[config.mk]
export PLATFORM = sky130hd
export DESIGN_NAME = ext_mem_arb_flat
export DESIGN_NICKNAME = d
export VERILOG_FILES = /design/src/rtl/ext_mem_arb_if.sv /design/src/rtl/ext_mem_arb.sv /design/src/flat_wrapper.sv
export SDC_FILE = /design/constraint.sdc
export NUM_CORES = 1
export LEC_CHECK = 0
export CAP_MARGIN = 20
export CORE_AREA = 2 2 100 102
export DETAILED_ROUTE_END_ITERATION = 6
export DIE_AREA = 0 0 102 104
export PLACE_DENSITY = 0.72
export SKIP_LAST_GASP = 1
export SLEW_MARGIN = 20
export SYNTH_ARGS = -nofsm -noshare
export SYNTH_HDL_FRONTEND = slang
export SYNTH_SLANG_ARGS = --single-unit
[constraint.sdc]
create_clock -name clk -period 2.28 [get_ports clk]
set_input_delay 0.456 -clock clk [delete_from_list [all_inputs] [get_ports clk]]
set_output_delay 0.456 -clock clk [all_outputs]
set_load 0.05 [all_outputs]
[src/rtl/ext_mem_arb_if.sv]
// rtl/ext_mem_arb_if.sv - master-side and L2-side bus bundle for ext_mem_arb
//
// Purpose: groups the per-master request buses, the broadcast response,
//   the invalidate request and the L2 front-end bus into one interface.
// Modports:
//   slave  - arbiter view: takes m_valid/m_addr/m_wdata/m_wstrb, inv_req,
//            s_rdata/s_ready; drives m_rdata/m_ready, s_valid/s_addr/s_wdata/
//            s_wstrb, s_force_inv, busy.
//   master - environment view (L1 back-ends plus L2), the mirror image.
interface ext_mem_arb_if #(
  parameter int N_MASTERS = 2,
  parameter int ADDR_W    = 24,
  parameter int DATA_W    = 32
);
  logic [N_MASTERS-1:0]            m_valid;
  logic [N_MASTERS*ADDR_W-1:0]     m_addr;
  logic [N_MASTERS*DATA_W-1:0]     m_wdata;
  logic [N_MASTERS*DATA_W/8-1:0]   m_wstrb;
  logic [DATA_W-1:0]               m_rdata;
  logic [N_MASTERS-1:0]            m_ready;
  logic                            inv_req;
  logic                            s_valid;
  logic [ADDR_W-1:0]               s_addr;
  logic [DATA_W-1:0]               s_wdata;
  logic [DATA_W/8-1:0]             s_wstrb;
  logic [DATA_W-1:0]               s_rdata;
  logic                            s_ready;
  logic                            s_force_inv;
  logic                            busy;

  modport slave (
    input  m_valid, m_addr, m_wdata, m_wstrb, inv_req, s_rdata, s_ready,
    output m_rdata, m_ready, s_valid, s_addr, s_wdata, s_wstrb, s_force_inv, busy
  );

  modport master (
    output m_valid, m_addr, m_wdata, m_wstrb, inv_req, s_rdata, s_ready,
    input  m_rdata, m_ready, s_valid, s_addr, s_wdata, s_wstrb, s_force_inv, busy
  );
endinterface

[src/rtl/ext_mem_arb.sv]
// rtl/ext_mem_arb.sv - N-master native-bus arbiter with invalidate sequencing
//
// Purpose: merges the back-end buses of N_MASTERS L1 caches onto a single L2
//   front-end and serialises L2 force-invalidate requests so that an
//   invalidate is only issued between transactions, never inside one.
// Ports:
//   clk  - system clock
//   rst  - asynchronous active-high reset
//   bus  - ext_mem_arb_if.slave: master requests, broadcast m_rdata,
//          one-hot m_ready, inv_req, L2 bus, s_force_inv pulse, busy
// Configuration:
//   EXT_MEM_ARB_RR_EN defined   - round-robin arbitration starting at rr_ptr
//   EXT_MEM_ARB_RR_EN undefined - fixed priority, lowest index wins
module ext_mem_arb #(
  parameter int N_MASTERS = 2,
  parameter int ADDR_W    = 24,
  parameter int DATA_W    = 32
) (
  input logic          clk,
  input logic          rst,
  ext_mem_arb_if.slave bus
);
  localparam int SEL_W  = (N_MASTERS > 1) ? $clog2(N_MASTERS) : 1;
  localparam int STRB_W = DATA_W / 8;

  typedef enum logic [1:0] {IDLE, BUSY, INV} state_t;

  state_t           state, state_nxt;
  logic [SEL_W-1:0] gnt, gnt_nxt;
  logic [SEL_W-1:0] winner;
  logic             inv_pend;

`ifdef EXT_MEM_ARB_RR_EN
  logic [SEL_W-1:0] rr_ptr;
  logic [SEL_W-1:0] ptr_nxt;

  // Pointer moves to the slot just after the master that completed.
  assign ptr_nxt = (int'(gnt) == N_MASTERS - 1) ? '0 : gnt + SEL_W'(1);

  // Scan from the highest offset down so the last hit is the one closest
  // to rr_ptr.
  always_comb begin
    int j;
    winner = '0;
    for (int k = N_MASTERS - 1; k >= 0; k--) begin
      j = int'(rr_ptr) + k;
      if (j >= N_MASTERS) j = j - N_MASTERS;
      if (bus.m_valid[j]) winner = SEL_W'(j);
    end
  end
`else
  // Descending scan leaves the lowest asserted index as the winner.
  always_comb begin
    winner = '0;
    for (int k = N_MASTERS - 1; k >= 0; k--) begin
      if (bus.m_valid[k]) winner = SEL_W'(k);
    end
  end
`endif

  always_ff @(posedge clk or posedge rst) begin
    if (rst) begin
      state    <= IDLE;
      gnt      <= '0;
      inv_pend <= 1'b0;
`ifdef EXT_MEM_ARB_RR_EN
      rr_ptr   <= '0;
`endif
    end else begin
      state    <= state_nxt;
      gnt      <= gnt_nxt;
      // A new request arriving while INV clears the old one wins, so no
      // invalidate is ever lost.
      inv_pend <= bus.inv_req | (inv_pend & (state != INV));
`ifdef EXT_MEM_ARB_RR_EN
      if (state == BUSY && bus.s_ready) rr_ptr <= ptr_nxt;
`endif
    end
  end

  always_comb begin
    state_nxt       = state;
    gnt_nxt         = gnt;
    bus.s_valid     = 1'b0;
    bus.s_addr      = '0;
    bus.s_wdata     = '0;
    bus.s_wstrb     = '0;
    bus.m_ready     = '0;
    bus.m_rdata     = '0;
    bus.s_force_inv = 1'b0;
    bus.busy        = (state != IDLE);

    case (state)
      IDLE: begin
        // Pending invalidate goes ahead of any new grant.
        if (inv_pend) begin
          state_nxt = INV;
        end else if (|bus.m_valid) begin
          gnt_nxt   = winner;
          state_nxt = BUSY;
        end
      end
      BUSY: begin
        bus.s_valid = bus.m_valid[gnt];
        bus.s_addr  = bus.m_addr[int'(gnt)*ADDR_W +: ADDR_W];
        bus.s_wdata = bus.m_wdata[int'(gnt)*DATA_W +: DATA_W];
        bus.s_wstrb = bus.m_wstrb[int'(gnt)*STRB_W +: STRB_W];
        if (bus.s_ready) begin
          bus.m_ready[gnt] = 1'b1;
          bus.m_rdata      = bus.s_rdata;
          state_nxt        = IDLE;
        end
      end
      INV: begin
        bus.s_force_inv = 1'b1;
        state_nxt       = IDLE;
      end
      default: state_nxt = IDLE;
    endcase
  end
endmodule

[src/flat_wrapper.sv]
// flat-port wrapper written by rule: the top's interface ports become plain ports
module ext_mem_arb_flat 
#(
  parameter int N_MASTERS = 2,
  parameter int ADDR_W    = 24,
  parameter int DATA_W    = 32
)
  (clk, rst, bus_m_valid, bus_m_addr, bus_m_wdata, bus_m_wstrb, bus_inv_req, bus_s_rdata, bus_s_ready, bus_m_rdata, bus_m_ready, bus_s_valid, bus_s_addr, bus_s_wdata, bus_s_wstrb, bus_s_force_inv, bus_busy);
  ext_mem_arb_if #(.N_MASTERS(N_MASTERS), .ADDR_W(ADDR_W), .DATA_W(DATA_W)) bus_i ();
  input logic clk;
  input logic rst;
  input wire logic [$bits(bus_i.m_valid)-1:0] bus_m_valid;
  input wire logic [$bits(bus_i.m_addr)-1:0] bus_m_addr;
  input wire logic [$bits(bus_i.m_wdata)-1:0] bus_m_wdata;
  input wire logic [$bits(bus_i.m_wstrb)-1:0] bus_m_wstrb;
  input wire logic [$bits(bus_i.inv_req)-1:0] bus_inv_req;
  input wire logic [$bits(bus_i.s_rdata)-1:0] bus_s_rdata;
  input wire logic [$bits(bus_i.s_ready)-1:0] bus_s_ready;
  output wire logic [$bits(bus_i.m_rdata)-1:0] bus_m_rdata;
  output wire logic [$bits(bus_i.m_ready)-1:0] bus_m_ready;
  output wire logic [$bits(bus_i.s_valid)-1:0] bus_s_valid;
  output wire logic [$bits(bus_i.s_addr)-1:0] bus_s_addr;
  output wire logic [$bits(bus_i.s_wdata)-1:0] bus_s_wdata;
  output wire logic [$bits(bus_i.s_wstrb)-1:0] bus_s_wstrb;
  output wire logic [$bits(bus_i.s_force_inv)-1:0] bus_s_force_inv;
  output wire logic [$bits(bus_i.busy)-1:0] bus_busy;
  assign bus_i.m_valid = bus_m_valid;
  assign bus_i.m_addr = bus_m_addr;
  assign bus_i.m_wdata = bus_m_wdata;
  assign bus_i.m_wstrb = bus_m_wstrb;
  assign bus_i.inv_req = bus_inv_req;
  assign bus_i.s_rdata = bus_s_rdata;
  assign bus_i.s_ready = bus_s_ready;
  assign bus_m_rdata = bus_i.m_rdata;
  assign bus_m_ready = bus_i.m_ready;
  assign bus_s_valid = bus_i.s_valid;
  assign bus_s_addr = bus_i.s_addr;
  assign bus_s_wdata = bus_i.s_wdata;
  assign bus_s_wstrb = bus_i.s_wstrb;
  assign bus_s_force_inv = bus_i.s_force_inv;
  assign bus_busy = bus_i.busy;
  ext_mem_arb #(.N_MASTERS(N_MASTERS), .ADDR_W(ADDR_W), .DATA_W(DATA_W)) u_core (.clk(clk), .rst(rst), .bus(bus_i));
endmodule
Word-level counts from Yosys, hierarchy flattened:

Index checks and enable logic that the tools add are counted.

* register bits after elaboration: 4
* input bits: 158
* output and inout port bits: 97
* word-level logic and storage cells: 42

* $mul: 1
* $lt $le $gt $ge: 2
* equality and inequality tests: 5
* shift-type cells: 3
* mux-type cells: 19
* bitwise logic cells: 3
* reductions and logical operators: 6

Operator list (count)
* $mux W32: 3
* $shiftx A64 B7 Y32: 1
* $shiftx A48 B32 Y24: 1
* $mux W24: 1
* $mux W2: 5
* $shiftx A8 B4 Y4: 1
* $mux W1: 7
* $mux W4: 1
* $ne A2 B2 Y1 const B: 2
* $pmux W2 S2: 1
* $mul A1 B2 Y3 const B: 1
* $ne A3 B1 Y1 const B: 1
* $reduce_and A3 Y1: 1
* $eq A2 B1 Y1 const B: 1
* $eq A2 B2 Y1 const B: 1
* $logic_not A2 Y1: 1
* $lt A1 B2 Y1 const B: 1
* $reduce_and A2 Y1: 1
* $reduce_bool A2 Y1: 1
* $reduce_or A2 Y1: 1
* $and A1 B1 Y1: 1
* $demux W1 S1: 1
* $ge A1 B1 Y1 const B: 1
* $logic_and A1 B1 Y1: 1
* other kinds (2): 2

Longest topological paths before layout:

* depth in word-level cells: 6
* gate-level depth with buffers: 4

Least setup slack after synthesis:

OpenSTA, ideal clock, no wires.

* path kind: reg-to-output
* from: reg u_core.gnt
* to: out bus_m_ready[0]
* data arrival time: 1754 ps
* slack: 70 ps
* cell stages (with the launch flop): 4
* buffers on the path: 2
* cell sequence: dfrtp_1 buf_6 buf_4 nor3_1

* cells in the longest elaborated chain, start to end: 6

RTL lines
* from (decl): line ext_mem_arb.sv:29 `logic [SEL_W-1:0] gnt, gnt_nxt;`
* from (signal assigned): line ext_mem_arb.sv:71 `gnt <= gnt_nxt;`
* $lt A1 B2 Y1 (not written as such) or $ge A1 B1 Y1 (tied branches): line ext_mem_arb.sv:109 `bus.m_ready[gnt] = 1'b1;`
* $logic_and A1 B1 Y1 (not written as such): line ext_mem_arb.sv:109
* $mux W1 (not written as such): line ext_mem_arb.sv:109
* $demux W1 S1 *
* $mux W2 *: line ext_mem_arb.sv:108 `if (bus.s_ready) begin`
* $mux W2 *: line ext_mem_arb.sv:93 `case (state)`
* to (decl): line flat_wrapper.sv:20 `output wire logic [$bits(bus_i.m_ready)-1:0] bus_m_ready;`

Mark *: on every way between the ends. The rest lies on a longest branch, timed or not.

Worst setup path after layout:

* from: reg u_core.state[1]
* to: out bus_busy

* cells in the longest elaborated chain, start to end: 1

RTL lines
* from (decl): line ext_mem_arb.sv:28 `state_t state, state_nxt;`
* from (signal assigned): line ext_mem_arb.sv:70 `state <= state_nxt;`
* $reduce_bool A2 Y1: line ext_mem_arb.sv:91 `bus.busy = (state != IDLE);`
* to (decl): line flat_wrapper.sv:26 `output wire logic [$bits(bus_i.busy)-1:0] bus_busy;`

Every way passes these cells.

==> metrics <==
amount of wire on met2 after detailed routing=4200 um; cell type with the highest aggregate area in the netlist=mux2i_1; global-route wire length before repair=11800 um; Die X-Extent=102 um; most common flop cell mapped by yosys=dfrtp_1; path length in cells of the critical path=2; Setup CP Type=reg -> out; cell at the root of the clock tree=clkbuf_8; number of enable-type register cells in the synthesized netlist=0; Largest delay share family, worst path=buffers and inverters; delay contributed by the slowest stage of the critical path=0.71 ns; Max Buffers Root-to-Sink=2; share of power burned in combinational logic=91.6%; antenna violations before repair=0; hold slack final=0.425 ns; First-pass DRT Iterations=4; cell row count=36; number of filler instances in the final layout=859; number of global-route vias before repair=2273; sum of internal, switching and leakage power=3.73 mW; Clock Sink Count=4; worst clock skew=0.00297 ns; classification of the worst-slack hold path=in -> async; maximum number of pins on one net before global-route repair=64; fmax=461 MHz; starting density of the core=14.7%; total negative slack for setup checks=0 ns; vias after detailed routing=2302; clock power share=4.3%; Worst Path Arrival=1.71 ns; internal power=1.85 mW; data required time at the worst endpoint=1.82 ns; Buf/Inv on CP=1; Ant. Diodes=0; Synthesized Nets=351; worst-path cell chain=or2_2, clkdlybuf4s50_1; slew margin rel.=67.2%; critical path startpoint category=flip-flop; Gate Count Post-Synth=193; destination of the critical timing path=bus_busy; floorplan die area=10600 um^2; global route total overflow=0; portion of the post-synthesis area used by sequential elements=7.12%; H-tree depth=1; maximum VDD drop=678 uV; area fraction of the dominant cell type after synthesis=43.5%; mean routed wirelength per cell=13.8 um; HPWL after DPL=6700 um; chip height=104 um; share of the cycle needed by the critical path after routing=95.1%; Highest Signal Layer=met4; number of pins with negative max-slew slack in the final report=0; final hold viol count=0; routed length on met1=2750 um; DRC violation total after the first TritonRoute iteration=63; number of setup violations in the final report=0; cell with the most instances after synthesis=nor2_1; total track usage=13.8%; drt total wl=7880 um; clock-pin slew on the worst setup and hold paths=0.03 ns; P&R area growth vs syn=256%; setup repair bufs after CTS=0; ranking of synthesized cells by instance count=nor2_1, mux2i_1, and2_1, buf_6, buf_4; count of nets after finishing=596; launching element of the worst setup path=u_core.state[1]$_DFFE_PP0P_; areal power density over the cells=747 nW/um^2; leak pwr=2.07 nW; Yosys warnings=0; cell area after technology mapping=1410 um^2; sequential power share=4.1%; post-synthesis sequential element count=4; final cell count without fillers=570; Critical Path End Type=primary output; beginning of the worst register-to-register path=u_core.state[1]$_DFFE_PP0P_; worst slew pin tran=0.491 ns; worst-case register-to-register setup slack=1.15 ns; layout cells sized above 1=24.3%; worst r2r dst=u_core.gnt$_DFFE_PP0P_; hold buffers post-CTS=0; I/O pin count=255; async set-reset flop share out of synthesis=100%; clock latency on the worst-skew pair=0.22 ns; Detail Route met3 WL=831 um; switching pwr=1.89 mW; ranking of synthesized cells by area=mux2i_1, nor2_1, and2_1; critical path's slowest cell=clkdlybuf4s50_1; number of remaining DRC errors=0; max-capacitance violation count=0; Distinct cells, synth=18; R2R depth=3; routability congestion estimate from global placement=0.811; status=complete, no violations; placeable core area=9550 um^2; TritonCTS clock tree=yes; unrepaired setup endpoints after global routing=no; average vias per placed instance=4.04; Tmin final=2.17 ns; average footprint of a synthesized cell=7.28 um^2; largest fanout on the critical path=7; clock buffer count from CTS=3; number of nets with antenna violations after routing=0; Core Util, Final=52.4%; PortBufs=254; Placed Cells=566; Net Sw Frac=50.5%
final cells by class:
cell class	count	area (um^2)	area share, %
Sequential cell	4	104	2.08
Timing Repair Buffer	257	3540	70.8
Inverter	2	7.51	0.150
Tap cell	133	166	3.33
Multi-Input combinational cell	170	1130	22.7
Clock buffer	4	45.0	0.901
power by group through the flow:
stage               logic [mW]  clock network, mW  registers, mW
finish                    3.42              0.162          0.153
global route              3.57              0.167          0.158
CTS                       3.45              0.164          0.153
detailed placement        3.44                  0          0.153
global placement          3.40                  0          0.151
floorplan                 1.99                  0          0.133
worst min path at each step:
stage / slack, ns / from / endpoint / depth (start not counted)
after global placement: 0.52 / u_core.inv_pend$_DFF_PP0_ / u_core.state[1]$_DFFE_PP0P_ / 2
after CTS: 0.43 / rst / u_core.gnt$_DFFE_PP0P_ / 2
after detailed placement: 0.54 / u_core.inv_pend$_DFF_PP0_ / u_core.state[1]$_DFFE_PP0P_ / 2
after global routing: 0.44 / rst / u_core.gnt$_DFFE_PP0P_ / 2
after floorplan: 0.22 / rst / u_core.gnt$_DFFE_PP0P_ / 1
final: 0.42 / rst / u_core.gnt$_DFFE_PP0P_ / 2
placed cells by master, fill, tap and decap left out, types with 2 or more instances in the layout:
| cell type | n |
|---|---|
| a21oi_1 | 3 |
| nor2_1 | 63 |
| clkdlybuf4s50_1 | 158 |
| mux2i_1 | 61 |
| inv_1 | 2 |
| clkbuf_8 | 3 |
| nor3_1 | 2 |
| and2_1 | 33 |
| dfrtp_1 | 3 |
| buf_12 | 97 |
stage by stage:
stage	area (um^2)	setup slack [ns]
3_3_place_gp	4950	0.129
5_1_grt	5000	0.0774
2_1_floorplan	1410	0.0704
6_report	5000	0.112
4_1_cts	5000	0.0668
3_5_place_dp	4950	0.139
worst register-to-register path: stages, from the launching register on:
cell,delay [ns]
dfrtp_1,0.44
nor3_1,0.32
a21oi_1,0.13
a21oi_1,0.16
state kept, by name, summed over array words and instances (netlist names):
| name | count |
|---|---|
| u_core.inv_pend | 1 |
| u_core.gnt | 1 |
| u_core.state | 2 |
cells by family after synthesis:
kind of cell           count (synthesis)  synth area share [%]
AOI/OAI and AO/OA                      5                  1.96
and+or+nand+nor                      104                  35.2
buffers and inverters                 19                  12.3
muxes                                 61                  43.5
DFF                                    4                  7.12
layer usage:
metal  vias to the layer above  track usage, %
li1                       1121               -
met1                      1024            15.3
met2                       147            26.0
met3                        10            3.49
met4                         0            2.76
met5                         -               0
timing repair:
action                                 in CTS  in global routing
gates resized for setup                     0                  1
setup endpoints to repair                   0                 61
endpoints found under the hold margin       0                  0
Note: power is estimated with default switching activity, not from simulation.
